--- src/rtl/uart_arb_pkg.sv ---
// Shared types and constants for the round-robin UART TX arbiter.
package uart_arb_pkg;

  localparam int unsigned BYTE_W = 8;

  typedef enum logic [1:0] {
    IDLE,
    LAUNCH,
    WAIT_BUSY,
    WAIT_DONE
  } arbStateT;

  // Width of an index that addresses n requesters; never less than one bit.
  function automatic int unsigned ptrWidth(input int unsigned n);
    return (n > 1) ? $clog2(n) : 1;
  endfunction

endpackage

--- src/rtl/uart_tx_arbiter_if.sv ---
// Requester and UART-TX side signals of the arbiter. The master modport is the
// arbiter's view; the slave modport is the view of the requesters and the UART.
interface uart_tx_arbiter_if
  import uart_arb_pkg::*;
#(
  parameter int unsigned NUM_REQ = 4
);

  logic [NUM_REQ-1:0]        req;
  logic [BYTE_W*NUM_REQ-1:0] reqData;
  logic [NUM_REQ-1:0]        ack;
  logic [NUM_REQ-1:0]        done;
  logic                      busy;
  logic                      timeoutErr;
  logic                      txEn;
  logic                      txStart;
  logic [BYTE_W-1:0]         txData;
  logic                      txBusy;
  logic                      txDone;

  modport master (
    input  req, reqData, txBusy, txDone,
    output ack, done, busy, timeoutErr, txEn, txStart, txData
  );

  modport slave (
    output req, reqData, txBusy, txDone,
    input  ack, done, busy, timeoutErr, txEn, txStart, txData
  );

endinterface

--- src/rtl/rr_pick.sv ---
// Combinational round-robin picker: first set request at or after ptr,
// wrapping modulo NUM_REQ, returned as a one-hot grant plus a valid flag.
module rr_pick
  import uart_arb_pkg::*;
#(
  parameter  int unsigned NUM_REQ = 4,
  localparam int unsigned PTR_W   = ptrWidth(NUM_REQ)
) (
  input  logic [NUM_REQ-1:0] req,
  input  logic [PTR_W-1:0]   ptr,
  output logic [NUM_REQ-1:0] grant_c,
  output logic               valid_c
);

  always_comb begin
    int unsigned idx;
    idx     = 0;
    grant_c = '0;
    valid_c = 1'b0;
    for (int unsigned k = 0; k < NUM_REQ; k++) begin
      idx = (32'(ptr) + k) % NUM_REQ;
      if (!valid_c && req[idx[PTR_W-1:0]]) begin
        grant_c[idx[PTR_W-1:0]] = 1'b1;
        valid_c                 = 1'b1;
      end
    end
  end

endmodule

--- src/rtl/uart_tx_arbiter.sv ---
// Round-robin arbiter sharing one uart8n1 transmitter among NUM_REQ byte producers.
// Optional frame watchdog enabled by defining UART_ARB_TIMEOUT_EN.
module uart_tx_arbiter
  import uart_arb_pkg::*;
#(
  parameter int unsigned NUM_REQ        = 4,
  parameter int unsigned TIMEOUT_CYCLES = 250_000
) (
  input logic               clk,
  input logic               rstN,
  uart_tx_arbiter_if.master bus
);

  localparam int unsigned PTR_W = ptrWidth(NUM_REQ);

  if (NUM_REQ < 2 || NUM_REQ > 8) begin : gBadNumReq
    $error("uart_tx_arbiter: NUM_REQ must be in 2..8");
  end
  if (TIMEOUT_CYCLES < 2) begin : gBadTimeout
    $error("uart_tx_arbiter: TIMEOUT_CYCLES must be at least 2");
  end

  arbStateT           state;
  arbStateT           nextState;
  logic [PTR_W-1:0]   ptr;
  logic [PTR_W-1:0]   ptrNext;
  logic [PTR_W-1:0]   owner;
  logic [PTR_W-1:0]   ownerNext;
  logic [PTR_W-1:0]   pickOwner;
  logic [BYTE_W-1:0]  pickData;
  logic [BYTE_W-1:0]  txDataNext;
  logic [NUM_REQ-1:0] grant;
  logic [NUM_REQ-1:0] ackNext;
  logic [NUM_REQ-1:0] doneNext;
  logic               pickValid;
  logic               txStartNext;
  logic               busyNext;
  logic               timeoutNext;
  logic               waiting;
  logic               complete;
  logic               launch;
  logic               timeoutHit;

  rr_pick #(.NUM_REQ(NUM_REQ)) uPick (
    .req     (bus.req),
    .ptr     (ptr),
    .grant_c (grant),
    .valid_c (pickValid)
  );

  // Index and byte of the granted requester.
  always_comb begin
    pickOwner = '0;
    pickData  = '0;
    for (int unsigned i = 0; i < NUM_REQ; i++) begin
      if (grant[i]) begin
        pickOwner = PTR_W'(i);
        pickData  = bus.reqData[i*BYTE_W +: BYTE_W];
      end
    end
  end

  // txBusy low in IDLE keeps us off a frame still running from before a reset.
  assign waiting  = (state == WAIT_BUSY) || (state == WAIT_DONE);
  assign complete = waiting && bus.txDone;
  assign launch   = (state == IDLE) && pickValid && !bus.txBusy;

`ifdef UART_ARB_TIMEOUT_EN
  localparam int unsigned CNT_W = $clog2(TIMEOUT_CYCLES + 1);

  logic [CNT_W-1:0] toCnt;

  // Frame watchdog: counts clocks spent waiting on the UART.
  always_ff @(posedge clk or negedge rstN) begin
    if (!rstN) begin
      toCnt <= '0;
    end else if (state == LAUNCH) begin
      toCnt <= '0;
    end else if (waiting) begin
      toCnt <= toCnt + 1'b1;
    end
  end

  assign timeoutHit = waiting && !bus.txDone && (toCnt >= CNT_W'(TIMEOUT_CYCLES - 1));
`else
  assign timeoutHit = 1'b0;
`endif

  // State and output registers.
  always_ff @(posedge clk or negedge rstN) begin
    if (!rstN) begin
      state          <= IDLE;
      ptr            <= '0;
      owner          <= '0;
      bus.ack        <= '0;
      bus.done       <= '0;
      bus.busy       <= 1'b0;
      bus.timeoutErr <= 1'b0;
      bus.txEn       <= 1'b0;
      bus.txStart    <= 1'b0;
      bus.txData     <= '0;
    end else begin
      state          <= nextState;
      ptr            <= ptrNext;
      owner          <= ownerNext;
      bus.ack        <= ackNext;
      bus.done       <= doneNext;
      bus.busy       <= busyNext;
      bus.timeoutErr <= timeoutNext;
      bus.txEn       <= 1'b1;
      bus.txStart    <= txStartNext;
      bus.txData     <= txDataNext;
    end
  end

  // Next-state logic; a txDone seen before txBusy still completes the frame.
  always_comb begin
    nextState = state;
    unique case (state)
      IDLE:      if (launch) nextState = LAUNCH;
      LAUNCH:    nextState = WAIT_BUSY;
      WAIT_BUSY: begin
        if (complete || timeoutHit) nextState = IDLE;
        else if (bus.txBusy)        nextState = WAIT_DONE;
      end
      WAIT_DONE: if (complete || timeoutHit) nextState = IDLE;
      default:   nextState = IDLE;
    endcase
  end

  // Next values of the registered outputs and the grant bookkeeping.
  always_comb begin
    ackNext     = '0;
    doneNext    = '0;
    txStartNext = 1'b0;
    timeoutNext = timeoutHit;
    busyNext    = (nextState != IDLE);
    txDataNext  = bus.txData;
    ownerNext   = owner;
    ptrNext     = ptr;
    if (launch) begin
      ackNext    = grant;
      ownerNext  = pickOwner;
      txDataNext = pickData;
    end
    if (state == LAUNCH) begin
      txStartNext = 1'b1;
    end
    if (complete) begin
      doneNext[owner] = 1'b1;
    end
    if (complete || timeoutHit) begin
      ptrNext = (owner == PTR_W'(NUM_REQ - 1)) ? '0 : owner + 1'b1;
    end
  end

endmodule

--- src/flat_wrapper.sv ---
// flat-port wrapper written by rule: the top's interface ports become plain ports
module uart_tx_arbiter_flat import uart_arb_pkg::*;
#(
  parameter int unsigned NUM_REQ        = 4,
  parameter int unsigned TIMEOUT_CYCLES = 250_000
)
  (clk, rstN, bus_req, bus_reqData, bus_txBusy, bus_txDone, bus_ack, bus_done, bus_busy, bus_timeoutErr, bus_txEn, bus_txStart, bus_txData);
  uart_tx_arbiter_if #(.NUM_REQ(NUM_REQ)) bus_i ();
  input logic clk;
  input logic rstN;
  input wire logic [$bits(bus_i.req)-1:0] bus_req;
  input wire logic [$bits(bus_i.reqData)-1:0] bus_reqData;
  input wire logic [$bits(bus_i.txBusy)-1:0] bus_txBusy;
  input wire logic [$bits(bus_i.txDone)-1:0] bus_txDone;
  output wire logic [$bits(bus_i.ack)-1:0] bus_ack;
  output wire logic [$bits(bus_i.done)-1:0] bus_done;
  output wire logic [$bits(bus_i.busy)-1:0] bus_busy;
  output wire logic [$bits(bus_i.timeoutErr)-1:0] bus_timeoutErr;
  output wire logic [$bits(bus_i.txEn)-1:0] bus_txEn;
  output wire logic [$bits(bus_i.txStart)-1:0] bus_txStart;
  output wire logic [$bits(bus_i.txData)-1:0] bus_txData;
  assign bus_i.req = bus_req;
  assign bus_i.reqData = bus_reqData;
  assign bus_i.txBusy = bus_txBusy;
  assign bus_i.txDone = bus_txDone;
  assign bus_ack = bus_i.ack;
  assign bus_done = bus_i.done;
  assign bus_busy = bus_i.busy;
  assign bus_timeoutErr = bus_i.timeoutErr;
  assign bus_txEn = bus_i.txEn;
  assign bus_txStart = bus_i.txStart;
  assign bus_txData = bus_i.txData;
  uart_tx_arbiter #(.NUM_REQ(NUM_REQ), .TIMEOUT_CYCLES(TIMEOUT_CYCLES)) u_core (.clk(clk), .rstN(rstN), .bus(bus_i));
endmodule
--- config.mk ---
export PLATFORM = sky130hd
export DESIGN_NAME = uart_tx_arbiter_flat
export DESIGN_NICKNAME = d
export VERILOG_FILES = /design/src/rtl/uart_arb_pkg.sv /design/src/rtl/uart_tx_arbiter_if.sv /design/src/rtl/rr_pick.sv /design/src/rtl/uart_tx_arbiter.sv /design/src/flat_wrapper.sv
export SDC_FILE = /design/constraint.sdc
export NUM_CORES = 1
export LEC_CHECK = 0
export CORE_MARGIN = 1
export CORE_UTILIZATION = 41
export CTS_CLUSTER_SIZE = 24
export DETAILED_ROUTE_END_ITERATION = 16
export PLACE_DENSITY = 0.77
export RECOVER_POWER = 25
export SLEW_MARGIN = 20
export SYNTH_ARGS = -nofsm -noshare
export SYNTH_HDL_FRONTEND = slang
export SYNTH_SLANG_ARGS = --single-unit
--- constraint.sdc ---
create_clock -name clk -period 2.56 [get_ports clk]
set_clock_uncertainty 0.2 [all_clocks]
set_input_delay 0.512 -clock clk [delete_from_list [all_inputs] [get_ports clk]]
set_output_delay 0.512 -clock clk [all_outputs]
set_load 0.03 [all_outputs]
=== After elaboration in Yosys (flattened, before gate mapping) ===
Index checks and enable logic that the tools add are counted.

* Input port bits: 40
* Register bits: 25
* Output and inout port bits: 20

* Add/sub/neg operators: 4
* Bitwise gates (word level): 3
* Eq/ne operators: 4
* Reduce and logical (&&, ||, !) cells: 18
* $lt $le $gt $ge: 10
* Mux-type cells: 42

{| class="wikitable"
|+ Operators by type and width
! cell !! count
|-
| 2-to-1 mux 8 bit || 4
|-
| 2-to-1 mux 4 bit || 6
|-
| less-than comparator 2 x 3 -> 1 bit (second input constant) || 5
|-
| 2-to-1 mux 1 bit || 15
|-
| 2-to-1 mux 2 bit || 7
|-
| OR 4 bit || 3
|-
| logical AND 1 bit || 11
|-
| demux 1 bit (select 2 bit) || 5
|-
| >= comparator 2 x 1 -> 1 bit (second input constant) || 5
|-
| binary-select mux 1 bit (select 2 bit) || 4
|-
| one-hot mux 2 bit (4 select lines) || 1
|-
| equality test 2 bit (second input constant) || 3
|-
| adder 2 x 1 -> 2 bit (second input constant) || 2
|-
| adder 2 bit (second input constant) || 2
|-
| logical NOT 1 bit || 4
|-
| equality test 2 x 1 -> 1 bit (second input constant) || 1
|-
| logical NOT 2 bit || 1
|-
| nonzero test 2 bit || 1
|-
| logical OR 1 bit || 1
|}

=== Longest topological paths before layout ===
* Word-level depth: 17
* Depth in mapped cells: 10

=== Cells and area by module ===
From an unflattened synthesis, not the netlist that was laid out.

* Cell total of the unflattened synthesis: 185
* Area total of the unflattened synthesis: 1,747.9 um^2

{| class="wikitable"
|+ By module, submodules not included
! module !! seq. area each (um^2) !! times used !! cells each !! area each (um^2)
|-
| uart_tx_arbiter || 625.6 || 1 || 123 || 1,253.7
|-
| rr_pick || 0.0 || 1 || 62 || 494.2
|}

=== Worst setup path before layout ===
No wires, ideal clock.

* Kind: reg2reg
* Start: register u_core.ptr[0]
* End: register u_core.owner[0]
* Cell stages (with the launch flop): 11
* Slack: -186 ps
* Data required time: 2,227 ps
* Buffers on the path: 2
* Period minus slack after synthesis: 2,746 ps
* Setup time: 133 ps
* Arrival time: 2,413 ps
* Path through: dfrtp_1 buf_4 inv_1 ha_1 mux4_2 a221oi_2 o31ai_4 or2_1 buf_4 a211oi_1 a21oi_1

* Cells in the longest elaborated chain, start to end: 15

{| class="wikitable"
|+ RTL lines
! what !! RTL line !! RTL
|-
| from (decl) || uart_tx_arbiter.sv:25 || <nowiki>logic [PTR_W-1:0] ptr;</nowiki>
|-
| from (signal assigned) || uart_tx_arbiter.sv:104 || <nowiki>ptr <= ptrNext;</nowiki>
|-
| parallel branches: the longest is 15 deep, another holds less-than comparator 2 x 3 -> 1 bit || -- ||
|-
| to (signal assigned) || uart_tx_arbiter.sv:105 || <nowiki>owner <= ownerNext;</nowiki>
|-
| to (decl) || uart_tx_arbiter.sv:27 || <nowiki>logic [PTR_W-1:0] owner;</nowiki>
|}

Several ways; the timed one is not identified. The select of a mux whose other input is x is not followed.
A chain may end at the register's enable or synchronous reset.

=== Worst setup path in the final report ===
* Start: register u_core.ptr[1]
* End: register u_core.bus.txData[1]

* Cells in the longest elaborated chain, start to end: 16

{| class="wikitable"
|+ RTL lines
! what !! RTL line !! RTL
|-
| parallel branches: the longest is 16 deep, another holds less-than comparator 2 x 3 -> 1 bit || -- ||
|-
| to (signal assigned) || uart_tx_arbiter.sv:112 || <nowiki>bus.txData <= txDataNext;</nowiki>
|-
| to (decl) || uart_tx_arbiter_if.sv:23 || <nowiki>output ack, done, busy, timeoutErr, txEn, txStart, txData</nowiki>
|}

Several ways; the timed one is not identified. The select of a mux whose other input is x is not followed.

==> impl_results.md <==
- Clock root buffer: sky130_fd_sc_hd__clkbuf_8
- Placement-stage worst setup slack: -488.7 ps
- Count of port buffers added during placement: 58
- Power per cell area: around 1200 nW/um^2
- Status: finished with violations
- Dominant synthesized flop cell: sky130_fd_sc_hd__dfrtp_1
- Combined flip-flop and latch cell area: ~630 um^2
- Post-route clock period utilization: 1.030
- Maximum clock rate: 379.1 MHz
- Drt via density: 5.456
- Sort of element at the start of the critical path: flip-flop
- Number of register bits inferred by synthesis: 25
- Number of hold buffers added after CTS: 0
- Number of I/O pins: 60
- Largest fanout on the critical path: 7
- Chip Width: 66.71 um
- Antenna-violating nets left: 0
- Syn nets: 223
- Clk sinks: 25
- Design internal power: 1828 uW
- Final worst-path setup slack: -77.78 ps
- Remaining Overflow, GRT: 0
- Clock power share: 0.071
- Worst hold slack across all endpoints: between 300 and 400 ps
- # diodes: 0
- Area occupied by multi-input gates: about 1100 um^2
- Final Setup Violations: 7
- Register share of total power: 0.201
- CTS HTree Levels: 1
- DPL Wire Length: 3586 um
- Count leader, synth: sky130_fd_sc_hd__dfrtp_1
- DR vias: 1686
- Sequential area share after synthesis: 0.3644
- Worst-skew pair later-pin latency: 260 ps
- Total clock buffers created by CTS: 3
- Average detailed-routed wire length per instance: approximately 16 um
- Starting Density: 0.4292
- Commonest cells post-synth: 25 x sky130_fd_sc_hd__dfrtp_1, 16 x sky130_fd_sc_hd__nand2_1, 13 x sky130_fd_sc_hd__nor2_1
- Crit path max-delay cell type: sky130_fd_sc_hd__dfrtp_2
- Leakage power summed over all cells: between 0.001 and 0.0015 uW
- Synth unique cells: 45
- Average cell area after synthesis: roughly 10 um^2
- Design area: 2750 um^2
- Max clock buf depth: 2
- First-pass DRT Iterations: 4
- Overall routing resource usage: 0.2189
- Violated checks: negative setup slack
- Clock period minus final worst setup slack: 2638 ps
- Sw Pwr: 1467 uW
- Most Crowded Layer GR: met2
- GR met2 Demand/Resource: 0.3750
- Number of filler instances in the final layout: 326
- GR Util met3: 0.02568
- Hold Crit Class: reg2reg
- Cell type with the largest total area after synthesis: sky130_fd_sc_hd__dfrtp_1
- IR drop worst, VDD: 0.8242 mV
- Routability congestion estimate from global placement: ~0.90
- Synth top area cells: sky130_fd_sc_hd__dfrtp_1 36%, sky130_fd_sc_hd__ha_1 8.0%, sky130_fd_sc_hd__o2bb2ai_1 4.1%
- Routed wire length: 4878 um
- # rows: 23
- Data required time at the worst endpoint: 2550 ps
- Post-synth EDFFs: 0
- Worst path max stage delay: 420 ps
- Placed instance area: 2571 um^2
- Clock slew seen by the registers of the worst setup and hold paths: 90 ps
- Via count of the first global-routing pass: 1617
- Crit path cell chain: inv_1 -> ha_4 -> mux4_2 -> nor2b_4 -> o31a_1 -> buf_6 -> a21boi_0 -> o211ai_1 -> a31oi_1
- Max-Slew Margin vs Limit: 0.1021
- TritonCTS clock tree: built
- Count of final max-slew check failures: 0
- Violation count after the first detailed-routing iteration: 97
- Slew of the pin with the lowest slew margin: 1347 ps
- Layout-stage area growth over the synthesis result: 60.20%
- Async set or reset register ratio after synthesis: 1.000
- M1 GR Usage: 0.2638
- Comb power frac: 0.728
- Placeable core area: 4000 um^2
- Portion of synthesized cell area occupied by the leading cell type: 0.3644
- Number of buffers and inverters on the critical path: 2
- Number of violations of the max-capacitance limit: 0
- Maximum number of pins on one net before global-route repair: 26
- Yosys warning count: 0
- Number of nets in the layout: 311
- CP Capture Type: flip-flop
- Hold Vio Cnt, Final: 0
- Die extent in y: 66.71 um
- Wire length of the first global-routing pass: 7307 um
- Sw frac: 0.4454
- Post-synthesis cell area: 1717 um^2
- Data arrival, critical path: approximately 2600 ps
- Total Power: 3295 uW
- Post-Syn Instances: about 170
- Largest delay contributor family on the critical path: compound AO/OA/AOI/OAI gates
- Remaining routing DRC violations: 0
- Number of antenna violations at the first check in global routing: 0
- Critical path class: reg2reg
- Layout cells sized above 1: 0.2664
- Die area: 4450 um^2
- Setup repair after global routing missed its margin: true
repair_timing:
action                     CTS  global route
setup buffers                3             2
resized for setup           14            23
gates cloned                 0             0
pin swaps                    4            15
setup endpoints to repair   10            10
metrics by stage:
step	std cells	util	setup TNS, ps
global placement	300	0.6428	-3697
CTS	307	0.6647	0
floorplan	172	-	-103.4
detailed placement	300	0.6428	-4812
global route	309	0.6875	-822.4
finish	309	0.6875	-182.2
sequential cells by signal, indices dropped and copies added (netlist names):
| signal | cells |
|---|---|
| u_core.bus.txData | 8 |
| u_core.owner | 2 |
| u_core.bus.busy | 1 |
| u_core.ptr | 2 |
| u_core.bus.txStart | 1 |
| u_core.bus.ack | 4 |
| u_core.bus.txEn | 1 |
| u_core.bus.done | 4 |
| u_core.state | 2 |
cell type report:
type / instances / share of cell area
clock buffers: 4 / 0.01638
inverters: 4 / 0.006369
multi-input cells: 134 / 0.4095
flip-flops and latches: 25 / 0.2284
well taps: 50 / 0.02275
repair buffers: 92 / 0.3167
cell families after synthesis:
logic type | count (synthesis) | share of synthesized area
mux | 6 | 0.06122
buf+inv | 13 | 0.04008
flops | 25 | 0.3644
fa+ha+maj | 11 | 0.08017
simple gates | 54 | 0.1669
compound gates | 61 | 0.2828
other cells | 2 | 0.004375
cells in the final DEF, fill, tap and decap left out, types with 5 or more instances in the layout:
cell / Yosys / final
sky130_fd_sc_hd__dfrtp_1: 25 / 23
sky130_fd_sc_hd__clkdlybuf4s50_1: 0 / 53
sky130_fd_sc_hd__o21bai_1: 8 / 8
sky130_fd_sc_hd__ha_1: 11 / 10
sky130_fd_sc_hd__buf_4: 3 / 26
sky130_fd_sc_hd__nand2_1: 16 / 15
sky130_fd_sc_hd__buf_6: 1 / 5
sky130_fd_sc_hd__o211ai_1: 8 / 8
sky130_fd_sc_hd__nor2_1: 13 / 12
sky130_fd_sc_hd__a31oi_1: 8 / 8
power by group through the flow:
stage	registers, uW	logic (uW)	clock network (uW)
finish	662	2400	233
global route	687	2580	256
CTS	659	2190	243
detailed placement	665	2070	0
global placement	656	2030	0
floorplan	864	1100	0
layer usage:
metal / wire (um) / part of all wire
met2: 2528 / 0.52
met1: 2024 / 0.41
met4: 146 / 0.030
met5: 0 / 0
met3: 178 / 0.036
path summary, 6_finish.rpt:
path	from	end	slack [ps]	depth (start not counted)
max	u_core.ptr[1]	u_core.bus.txData[1]	-80	9
min	u_core.owner[0]	u_core.ptr[0]	350	1
max reg2reg	u_core.ptr[1]	u_core.bus.txData[1]	-80	9
min reg2reg	u_core.owner[0]	u_core.ptr[0]	350	1
max in group asynchronous	rstN	u_core.ptr[0]	410	2
min in group asynchronous	rstN	u_core.bus.txData[0]	860	2
No activity file was read; power rests on OpenSTA's default activity.
